$ cat src/rtl/match_controller.sv
// Match sequencing for a two-player paddle game: button strobes, tick prescaler, serve delay and scoring.
// Optional pause feature enabled by defining MATCH_CONTROLLER_PAUSE_EN.
module match_controller #(
    parameter int TICK_DIV    = 833_333,
    parameter int SERVE_TICKS = 60,
    parameter int WIN_SCORE   = 9
) (
    input  logic       clk,
    input  logic       rst_n,
    input  logic       start_btn,
    input  logic       pause_btn,
    input  logic       point_left,
    input  logic       point_right,
    output logic [1:0] state,
    output logic       timing_tick,
    output logic [3:0] score_left,
    output logic [3:0] score_right,
    output logic       serve_right,
    output logic       winner_right
);

    localparam int PW = (TICK_DIV > 1) ? $clog2(TICK_DIV) : 1;
    localparam int SW = $clog2(SERVE_TICKS + 1);
    localparam logic [PW-1:0] PRESC_LAST = PW'(TICK_DIV - 1);
    localparam logic [SW-1:0] SERVE_LOAD = SW'(SERVE_TICKS);
    localparam logic [3:0]    WIN4       = 4'(WIN_SCORE);

    // PAUSED shares the low bits of HOLD so the phase output is a plain slice of the register
    typedef enum logic [2:0] {
        MENU   = 3'b000,
        PLAY   = 3'b001,
        OVER   = 3'b010,
        HOLD   = 3'b011,
        PAUSED = 3'b111
    } state_t;

    state_t          state_q, state_d;
    logic [PW-1:0]   presc;
    logic            raw_tick;
    logic [SW-1:0]   serve_cnt, serve_cnt_d;
    logic [3:0]      score_l, score_l_d, score_r, score_r_d;
    logic [3:0]      score_l_inc, score_r_inc;
    logic            serve_r, serve_r_d, win_r, win_r_d, tick_q;

    logic [1:0]      sync_fill;
    logic [1:0]      start_sync;
    logic            start_prev, start_armed, start_strobe;

    // A button only arms once a genuine low sample has been seen, so a press held through reset is ignored
    always_ff @(posedge clk or negedge rst_n) begin
        if (!rst_n) begin
            sync_fill   <= '0;
            start_sync  <= '0;
            start_prev  <= 1'b0;
            start_armed <= 1'b0;
        end else begin
            sync_fill  <= {sync_fill[0], 1'b1};
            start_sync <= {start_sync[0], start_btn};
            start_prev <= start_sync[1];
            if (sync_fill[1] && !start_sync[1])
                start_armed <= 1'b1;
        end
    end

    assign start_strobe = start_sync[1] & ~start_prev & start_armed;

`ifdef MATCH_CONTROLLER_PAUSE_EN
    logic [1:0] pause_sync;
    logic       pause_prev, pause_armed, pause_strobe;

    always_ff @(posedge clk or negedge rst_n) begin
        if (!rst_n) begin
            pause_sync  <= '0;
            pause_prev  <= 1'b0;
            pause_armed <= 1'b0;
        end else begin
            pause_sync <= {pause_sync[0], pause_btn};
            pause_prev <= pause_sync[1];
            if (sync_fill[1] && !pause_sync[1])
                pause_armed <= 1'b1;
        end
    end

    assign pause_strobe = pause_sync[1] & ~pause_prev & pause_armed;
`else
    logic unused_pause;
    assign unused_pause = pause_btn;
`endif

    always_ff @(posedge clk or negedge rst_n) begin
        if (!rst_n)
            presc <= '0;
        else if (presc == PRESC_LAST)
            presc <= '0;
        else
            presc <= presc + PW'(1);
    end

    assign raw_tick    = (presc == PRESC_LAST);
    assign score_l_inc = score_l + 4'd1;
    assign score_r_inc = score_r + 4'd1;

    always_ff @(posedge clk or negedge rst_n) begin
        if (!rst_n) begin
            state_q   <= MENU;
            serve_cnt <= '0;
            score_l   <= '0;
            score_r   <= '0;
            serve_r   <= 1'b0;
            win_r     <= 1'b0;
            tick_q    <= 1'b0;
        end else begin
            state_q   <= state_d;
            serve_cnt <= serve_cnt_d;
            score_l   <= score_l_d;
            score_r   <= score_r_d;
            serve_r   <= serve_r_d;
            win_r     <= win_r_d;
            tick_q    <= raw_tick && (state_q == PLAY);
        end
    end

    always_comb begin
        state_d     = state_q;
        serve_cnt_d = serve_cnt;
        score_l_d   = score_l;
        score_r_d   = score_r;
        serve_r_d   = serve_r;
        win_r_d     = win_r;
        case (state_q)
            MENU: begin
                score_l_d = '0;
                score_r_d = '0;
                if (start_strobe) begin
                    serve_cnt_d = SERVE_LOAD;
                    state_d     = HOLD;
                end
            end
            HOLD: begin
                if (raw_tick) begin
                    if (serve_cnt <= SW'(1)) begin
                        serve_cnt_d = '0;
                        state_d     = PLAY;
                    end else begin
                        serve_cnt_d = serve_cnt - SW'(1);
                    end
                end
            end
            PLAY: begin
                // Left wins a simultaneous point; scores clamp at the winning value
                if (point_left) begin
                    serve_r_d = 1'b1;
                    if (score_l_inc >= WIN4) begin
                        score_l_d = WIN4;
                        win_r_d   = 1'b0;
                        state_d   = OVER;
                    end else begin
                        score_l_d   = score_l_inc;
                        serve_cnt_d = SERVE_LOAD;
                        state_d     = HOLD;
                    end
                end else if (point_right) begin
                    serve_r_d = 1'b0;
                    if (score_r_inc >= WIN4) begin
                        score_r_d = WIN4;
                        win_r_d   = 1'b1;
                        state_d   = OVER;
                    end else begin
                        score_r_d   = score_r_inc;
                        serve_cnt_d = SERVE_LOAD;
                        state_d     = HOLD;
                    end
                end
`ifdef MATCH_CONTROLLER_PAUSE_EN
                else if (pause_strobe) begin
                    state_d = PAUSED;
                end
`endif
            end
            OVER: begin
                if (start_strobe) begin
                    score_l_d = '0;
                    score_r_d = '0;
                    state_d   = MENU;
                end
            end
`ifdef MATCH_CONTROLLER_PAUSE_EN
            PAUSED: begin
                if (pause_strobe)
                    state_d = PLAY;
            end
`endif
            default: state_d = MENU;
        endcase
    end

    assign state        = state_q[1:0];
    assign timing_tick  = tick_q;
    assign score_left   = score_l;
    assign score_right  = score_r;
    assign serve_right  = serve_r;
    assign winner_right = win_r;

endmodule

$ cat config.mk
export PLATFORM = sky130hd
export DESIGN_NAME = match_controller
export DESIGN_NICKNAME = d
export VERILOG_FILES = /design/src/rtl/match_controller.sv
export SDC_FILE = /design/constraint.sdc
export NUM_CORES = 1
export LEC_CHECK = 0
export ABC_CLOCK_PERIOD_IN_PS = 4500
export CORE_ASPECT_RATIO = 0.9
export CORE_UTILIZATION = 51
export CTS_CLUSTER_SIZE = 8
export DETAILED_ROUTE_END_ITERATION = 6
export GPL_TIMING_DRIVEN = 1
export PLACE_DENSITY = 0.77
export SLEW_MARGIN = 20
export SYNTH_ARGS = -nofsm -noshare
export SYNTH_HDL_FRONTEND = slang
export SYNTH_SLANG_ARGS = --single-unit
$ cat constraint.sdc
create_clock -name clk -period 4.5 [get_ports clk]
set_input_delay 0.9 -clock clk [delete_from_list [all_inputs] [get_ports clk]]
set_output_delay 0.9 -clock clk [all_outputs]
set_load 0.05 [all_outputs]
==> flow_summary.toml, run 1 <==
[global_routing]
grt_overflow_total = 0
grt_pass1_wl_um = 6768
grt_max_degree = 46
antenna_found_initial = 0
grtUsageTotal_pct = 18.70
grt_pass1_vias = 1501

[sta]
finalCritPeriodShare_pct = 59.12
slew_violations = 0
max_slew.worst_pin.slew_ns = 0.9808
relSlewSlack_pct = 34.61
rsz0062_at_grt = "false"
hold_viol_final = 0
finalSetupTns_ns = 0
max_freq_mhz = 375.9
setup_viol = 0
fin_crit_ns = 2.660
setup_slack_ns = 1.840
finalClockSkew_ns = 0.01085

[setup_path]
worstSetupPathType = "primary input to flip-flop"
cp_top_family = "simple AND/OR/NAND/NOR gates"
cp_max_fo = 6
critPathSlowestCell = "clkdlybuf4s50_1"
path_buf_inv = 1
crit_arrival_ns = 2.84
end_kind = "flip-flop"
required_ns = 4.68
cp-start-kind = "primary input"
slowest_delay_ns = 0.49
crit_path_cell_trace = "clkdlybuf4s50_1, nor3_1, o22ai_1, a21oi_2, or2_1, mux2_4"

[flow_run]
drv_cap = 0

[logic_synthesis]
synth_flop_cell = "dfrtp_1"
synth_top_family_by_area = "simple AND/OR/NAND/NOR gates"
synth-seq-cells = 45
synth-xor-area-share_pct = 8.244
synth_edf_count = 0
ys_async_sr_fraction_pct = 100.0
synthAdderAreaFrac_pct = 5.353
yosys_warnings = 0
syn_area_mm2 = 0.002337
synth_top_cell_by_area = "dfrtp_1"
netlist.area_leader.share_pct = 48.18
synth-simple-area-share_pct = 21.63
synth_compound_area_share_pct = 11.51
synth_cells = 229
ys_types = 46
syn_area_per_cell_um2 = 10.21
yosys-top-cells-area = "dfrtp_1, ha_1, xor2_1, nor2_1, xnor2_1"
ys_seq_area_share_pct = 48.18
syn-num-nets = 245
synthMuxAreaShare_pct = 1.071

[pwr]
p_leak_nw = 1.144
worst_ir_drop_vdd_uv = 239.4
power_density_mw_per_mm2 = 444.8
finalPower_mw = 1.172

[route]
drc = 0
firstDrtPassIters = 4
vias_per_cell = 5.387
drtAntennaViolNets = 0
drtIter0Drc = 98
routed_wl_um = 3984
dr_total_vias = 1670
wl_per_cell_um = 12.85

[clock_tree]
ctsHtreeMaxLevel = 2
holdBufCountCts = 0
cts.sinks = 45
cts.reportedPaths.clkPinSlew_ns = 0.08
cts_setup_buffers = 0
cts_buffer_depth = 2
numCtsBuffers = 5
cts_tree = "done"
insertion_delay_ns = 0.30
cts-resized-gates = 0
cts_root_buf = "clkbuf_8"

[cells_and_area]
final_core_util_pct = 62.13
drive_gt1_share_pct = 7.600
nFillCells = 377
syn2layout_area_growth_pct = 12.69
ff_latch_area_mm2 = 0.001126
diodes = 0
multiInputGateArea_mm2 = 0.001121
final_nets = 265

[floorplan]
dieArea_mm2 = 0.004858
initial_core_util_pct = 55.14
rows = 22
boundaryPins = 19
die-height_um = 66.22
die_w_um = 73.36
coreArea_mm2 = 0.004239

[worst_hold_path]
hold_class = "flip-flop to flip-flop"

[place]
io_buffer_count = 17
place.gp.congestion = 0.8862
dp_hpwl_um = 2843
pre_cts_ws_ns = 1.577

[outcome]
status = "finished, final reports clean"
worst register-to-register path: stages, from the launching register on:
cell and delay (ns):
dfrtp_1 0.56, nor2b_1 0.29, nand2_1 0.15, o32ai_2 0.52
or2_1 0.32, mux2_4 0.32
synthesized netlist by cell type (all sizes together), types with 2 or more instances:
cell type / count
a21oi: 7
xnor2: 10
o31ai: 2
nor4: 2
o21ai: 9
nor2: 25
nand2b: 3
nor2b: 3
buf: 4
nand3: 12
a21o: 3
or2: 5
a32o: 2
nand4: 4
nand2: 11
o22ai: 2
and3: 3
o41ai: 2
dfrtp: 45
a31oi: 5
xor2: 12
nor3b: 2
or3: 4
nor3: 10
nand4bb: 3
inv: 17
ha: 10
cell usage in the layout (no fill, tap or decap), types with 3 or more instances in the layout:
master           instances
nand2b_1                 3
a21o_1                   3
nand4_1                  4
dfrtp_1                 45
o21ai_0                  8
xor2_1                  12
nand2_1                 11
nor2_1                  25
clkbuf_8                 5
or2_2                    4
a21oi_1                  6
a31oi_1                  5
nand3_1                 12
inv_1                   17
and3_1                   3
xnor2_1                 10
clkdlybuf4s50_1         16
ha_1                    10
nor2b_1                  3
nor3_1                   9
or3_1                    4
layer usage:
layer | GRT usage [%] | part of all wire, % | vias up | wire, um
met5 | 0 | 0 | - | 0
met4 | 7.212 | 1.1 | 0 | 42
met3 | 4.268 | 3.5 | 4 | 138
met2 | 28.94 | 45 | 34 | 1773
met1 | 25.57 | 51 | 799 | 2028
li1 | - | - | 833 | -
metrics by stage:
step                cells  instance area, um^2  hold WS, ns
finish                310                 2634       0.3514
global route          310                 2634       0.3554
CTS                   310                 2634       0.3524
detailed placement    302                 2551       0.3355
global placement      302                 2551       0.3316
floorplan             229                 2337       0.3312
cell families (layout without fill, tap and decap cells):
kind of cell | Yosys count | after routing
AOI/OAI and AO/OA | 38 | 38
xor gates and xnor gates | 22 | 22
adders and majority gates | 10 | 10
buffers and inverters | 21 | 42
DFF | 45 | 45
muxes | 2 | 2
other | 1 | 1
and+or+nand+nor | 90 | 90
power breakdown:
part           switching [mW]  total (mW)  internal (mW)
clock                   0.129       0.237          0.108
combinational           0.246       0.404          0.158
sequential             0.0752       0.531          0.456
total                   0.450        1.17          0.721
final cells by class:
cell class	instances	area share [%]
Tap cell	60	2.850
Sequential cell	45	42.76
Clock buffer	6	2.755
Multi-Input combinational cell	163	42.57
Clock inverter	2	0.3800
Inverter	17	2.423
Timing Repair Buffer	17	6.271
flip-flops by register name (all words and copies together) (netlist names):
register      flops
presc            20
score_left        4
start_prev        1
serve_right       1
start_sync        2
sync_fill         2
timing_tick       1
start_armed       1
winner_right      1
serve_cnt         6
score_right       4
state_q           2
worst paths after layout:
check                             start             to  slack, ns  cells after the start
max in group asynchronous         rst_n     start_prev       3.12                      1
min                        sync_fill[0]   sync_fill[1]       0.35                      0
max reg2reg                  state_q[0]   serve_cnt[0]       2.23                      5
min reg2reg                sync_fill[0]   sync_fill[1]       0.35                      0
max                          point_left   serve_cnt[0]       1.84                      6
min in group asynchronous         rst_n  score_left[2]       0.76                      1
Note: power is estimated with default switching activity, not from simulation.
==> run 2, diff against run 1 <==
- ABC_CLOCK_PERIOD_IN_PS: 4500 -> 2400
- PLACE_DENSITY: 0.77 -> 0.8
- clock period: 4.5 -> 2.4 ns (I/O delays scaled with it)
==> run 2 against run 1 <==
  * Power up 100%
  * Non-clock buffer count is 6 higher
  * Cell count is 1.9% higher
  * Global-route usage increased by 1.4 points
  * Combinational power is 97% higher
  * Design area up 3.0%
  * Die area unchanged
==> flow_summary.toml, run 2 (same netlist as run 1, synthesis figures left out) <==
[outcome]
status = "finished, final reports clean"

[floorplan]
rows = 22
initial_core_util_pct = 55.14
die-height_um = 66.22
boundaryPins = 19
dieArea_mm2 = 0.004858
die_w_um = 73.36
coreArea_mm2 = 0.004239

[cells_and_area]
fin_area_mm2 = 0.002713
largest_register_ffs = 20
syn2layout_area_growth_pct = 16.06
drive_gt1_share_pct = 9.766
diodes = 0
final_nets = 271
top_regs = "presc (20), serve_cnt (6)"
regMostFlops = "presc"
mostFrequentLayoutCells = "dfrtp_1, nor2_1, inv_1"
mostFrequentLayoutCell = "dfrtp_1"

[place]
placed_cell_area_mm2 = 0.002596
dp_hpwl_um = 3085
place.gp.congestion = 0.8469
io_buffer_count = 17
pre_cts_ws_ns = 0.06673

[route]
firstDrtPassIters = 4
routed_wl_um = 4253
wl_per_cell_um = 13.46
vias_per_cell = 5.364
drtAntennaViolNets = 0
drc = 0
drtIter0Drc = 76
dr_total_vias = 1695

[setup_path]
end_kind = "primary output"
slowest_delay_ns = 0.88
crit_path_cell_trace = "clkdlybuf4s50_1"
crit_arrival_ns = 1.73
critPathSlowestCell = "clkdlybuf4s50_1"
required_ns = 1.92
cp_max_fo = 12
path_buf_inv = 1
worstSetupPathType = "flip-flop to primary output"
cp-start-kind = "flip-flop"
cp_top_family = "buffers and inverters"

[sta]
finalSetupTns_ns = 0
max_slew.worst_pin.slew_ns = 0.6741
fin_crit_ns = 2.208
rsz0062_at_grt = "false"
slew_violations = 0
finalClockSkew_ns = 0.007195
finalCritPeriodShare_pct = 92.00
max_freq_mhz = 452.9
setup_slack_ns = 0.1921
setup_viol = 0
relSlewSlack_pct = 54.65
hold_viol_final = 0

[pwr]
p_leak_nw = 1.186
finalPower_mw = 2.375
worst_ir_drop_vdd_uv = 473.4
power_density_mw_per_mm2 = 875.5

[clock_tree]
cts-resized-gates = 0
cts.reportedPaths.clkPinSlew_ns = 0.08
holdBufCountCts = 0
cts_setup_buffers = 0
numCtsBuffers = 5
insertion_delay_ns = 0.29
cts_buffer_depth = 2
cts.sinks = 45
cts_tree = "done"
ctsHtreeMaxLevel = 2
cts_root_buf = "clkbuf_8"

[global_routing]
antenna_found_initial = 0
grtUsageTotal_pct = 20.07
grt_pass1_vias = 1708
grt_max_degree = 46
grt_pass1_wl_um = 7458
grt_overflow_total = 0

[flow_run]
drv_cap = 0

[worst_hold_path]
hold_class = "primary input to asynchronous set/reset pin"
-- run 2: area by class of cell --
cell class / instances / area, um^2
fillers: 362 / 1526
flip-flops and latches: 45 / 1126
multi-input cells: 163 / 1121
repair buffers: 23 / 210.2
clock buffers: 7 / 86.33
well taps: 60 / 75.07
inverters: 17 / 63.81
clock inverters: 1 / 30.03
-- run 2: through the flow --
stage               hold WS [ns]  instances  util (%)
floorplan                 0.1844        229         -
global placement          0.3330        308     61.25
detailed placement        0.3411        308     61.25
CTS                       0.2767        316     63.99
global route              0.3070        316     63.99
finish                    0.2605        316     63.99
-- run 2: per-layer routing --
metal / track usage (%) / vias up / share of wire, %
li1: - / 848 / -
met1: 26.06 / 799 / 49
met4: 6.250 / 0 / 1.1
met2: 33.68 / 42 / 46
met3: 4.116 / 6 / 3.6
met5: 0 / - / 0
-- run 2: where the power goes --
| group | total [mW] | switching, mW | internal [mW] |
|---|---|---|---|
| Clock | 0.585 | 0.246 | 0.340 |
| Combinational | 0.795 | 0.476 | 0.319 |
| Sequential | 0.995 | 0.140 | 0.854 |
| Total | 2.38 | 0.862 | 1.51 |
-- run 2: path summary, 6_finish.rpt --
check | startpoint | end | slack [ns] | depth (start not counted)
worst max-delay path | state_q[0] | state[0] | 0.19 | 1
worst min-delay path | rst_n | presc[1] | 0.26 | 2
worst max register to register | score_left[0] | serve_cnt[1] | 0.21 | 7
worst min register to register | sync_fill[0] | sync_fill[1] | 0.36 | 0
max in group asynchronous | rst_n | score_left[1] | 1.76 | 2
min in group clk | sync_fill[0] | sync_fill[1] | 0.36 | 0
==> run 3, diff against run 2 <==
- CORE_ASPECT_RATIO: 0.9 -> unset
- SLEW_MARGIN: 20 -> 40
==> run 3 against run 2 <==
  * Hold slack lost 0.13 ns
  * Non-clock buffer count increased by 3
  * Sequential share of layout area up 0.077 points
  * Count of clock-buffer cells in the layout decreased by 1
  * Register-to-register slack better by 0.05 ns
  * Power shrank 3.6%
  * First-iteration DRC count grew to 2.6 times the previous value
  * Flip-flop and latch count is the same
  * Via count is 3.5% higher
==> flow_summary.toml, run 3 (same netlist as run 1, synthesis figures left out) <==
[sta]
setup_slack_ns = 0.1983
timing.hold.ws_ns = 0.1295
max_slew.worst_pin.slew_ns = 0.5784
finalCritPeriodShare_pct = 91.74
relSlewSlack_pct = 61.08
slew_violations = 0
rsz0062_at_grt = "false"
hold_viol_final = 0
setup_viol = 0
max_freq_mhz = 454.2
fin_crit_ns = 2.202
finalSetupTns_ns = 0
finalClockSkew_ns = 0.01234

[pwr]
finalPower_mw = 2.291
p_sw_mw = 0.8825
clockPowerShare_pct = 22.1
internal-power_mw = 1.408
power_density_mw_per_mm2 = 846.0
worst_ir_drop_vdd_uv = 358.7
pwr-share-seq_pct = 43.2
p_sw_share_pct = 38.53
p_leak_nw = 1.191
comb_power_share_pct = 34.7

[clock_tree]
holdBufCountCts = 0
cts_tree = "done"
insertion_delay_ns = 0.30
ctsHtreeMaxLevel = 2
cts.reportedPaths.clkPinSlew_ns = 0.09
numCtsBuffers = 5
cts_setup_buffers = 0
cts_root_buf = "clkbuf_8"
cts.sinks = 45
cts_buffer_depth = 2
cts-resized-gates = 0

[setup_path]
reg2reg_from = "score_left[0]"
cp-start-kind = "flip-flop"
cp_top_family = "buffers and inverters"
required_ns = 1.92
end_kind = "primary output"
critPathSlowestCell = "clkdlybuf4s50_1"
slowest_delay_ns = 0.87
worstSetupStartpoint = "state_q[0]"
crit_path_cell_trace = "clkdlybuf4s50_1"
worstSetupPathType = "flip-flop to primary output"
path_buf_inv = 1
crit_arrival_ns = 1.72
cp_max_fo = 12

[cells_and_area]
mostFrequentLayoutCells = "dfrtp_1, nor2_1, inv_1"
top_regs = "presc (20), serve_cnt (6)"
largest_register_ffs = 20
mostFrequentLayoutCell = "dfrtp_1"
regMostFlops = "presc"
final_nets = 274
final_core_util_pct = 61.76
diodes = 0
syn2layout_area_growth_pct = 15.85
drive_gt1_share_pct = 11.20

[worst_hold_path]
hold_class = "primary input to asynchronous set/reset pin"

[global_routing]
antenna_found_initial = 0
grt_max_degree = 25
grt_pass1_vias = 1693
grt_pass1_wl_um = 7659
grtUsageTotal_pct = 19.72
grt_overflow_total = 0

[route]
vias_per_cell = 5.643
firstDrtPassIters = 4
routed_wl_um = 4313
drtAntennaViolNets = 0
drc = 0
drtIter0Drc = 199
wl_per_cell_um = 13.87
dr_total_vias = 1755

[place]
dp_hpwl_um = 3120
place.gp.congestion = 0.8387
io_buffer_count = 17
pre_cts_ws_ns = 0.08699

[floorplan]
die_w_um = 69.70
dieArea_mm2 = 0.004857
coreArea_mm2 = 0.004384
boundaryPins = 19
rows = 24
die-height_um = 69.70
initial_core_util_pct = 53.31

[outcome]
status = "finished, final reports clean"

[flow_run]
drv_cap = 0
run 3: changes by cell type in the layout (fill, tap and decap cells not counted):
cell,delta
clkinvlp_4,+1
buf_4,+3
clkbuf_1,-1
inv_6,+1
bufinv_16,-1
run 3: final timing paths:
check | to | slack, ns | depth (start not counted)
max | state[0] | 0.20 | 1
max reg2reg | serve_cnt[4] | 0.26 | 7
min | sync_fill[0] | 0.13 | 1
max in group asynchronous | score_right[3] | 1.70 | 2
min in group clk | start_sync[1] | 0.36 | 0
min reg2reg | start_sync[1] | 0.36 | 0
run 3: layer usage:
layer / wire [um] / track usage, % / up-vias / part of all wire [%]
met4: 57 / 7.111 / 0 / 1.3
met2: 1947 / 29.13 / 37 / 45
met1: 2125 / 28.33 / 857 / 49
li1: - / - / 854 / -
met3: 183 / 4.797 / 7 / 4.2
met5: 0 / 0 / - / 0
run 3: metrics by stage:
| step | area [um^2] | instances |
|---|---|---|
| 6_report | 2708 | 311 |
| 5_1_grt | 2708 | 311 |
| 4_1_cts | 2708 | 311 |
| 3_5_place_dp | 2609 | 303 |
| 3_3_place_gp | 2609 | 303 |
| 2_1_floorplan | 2337 | 229 |
run 3: power groups by stage:
stage	Clock, mW	Combinational (mW)	Sequential, mW
after detailed placement	0	0.788	1.00
after global placement	0	0.770	1.00
after floorplan	0	0.422	1.14
final	0.507	0.794	0.989
after global routing	0.555	0.865	1.01
after CTS	0.525	0.797	0.987
run 3: area by class of cell:
class                   count  area (um^2)
clock buffers               6        82.58
flip-flops and latches     45         1126
multi-input cells         163         1121
inverters                  17        63.81
repair buffers             26        232.7
clock inverters             2        16.27
fillers                   363         1677
well taps                  52        65.06
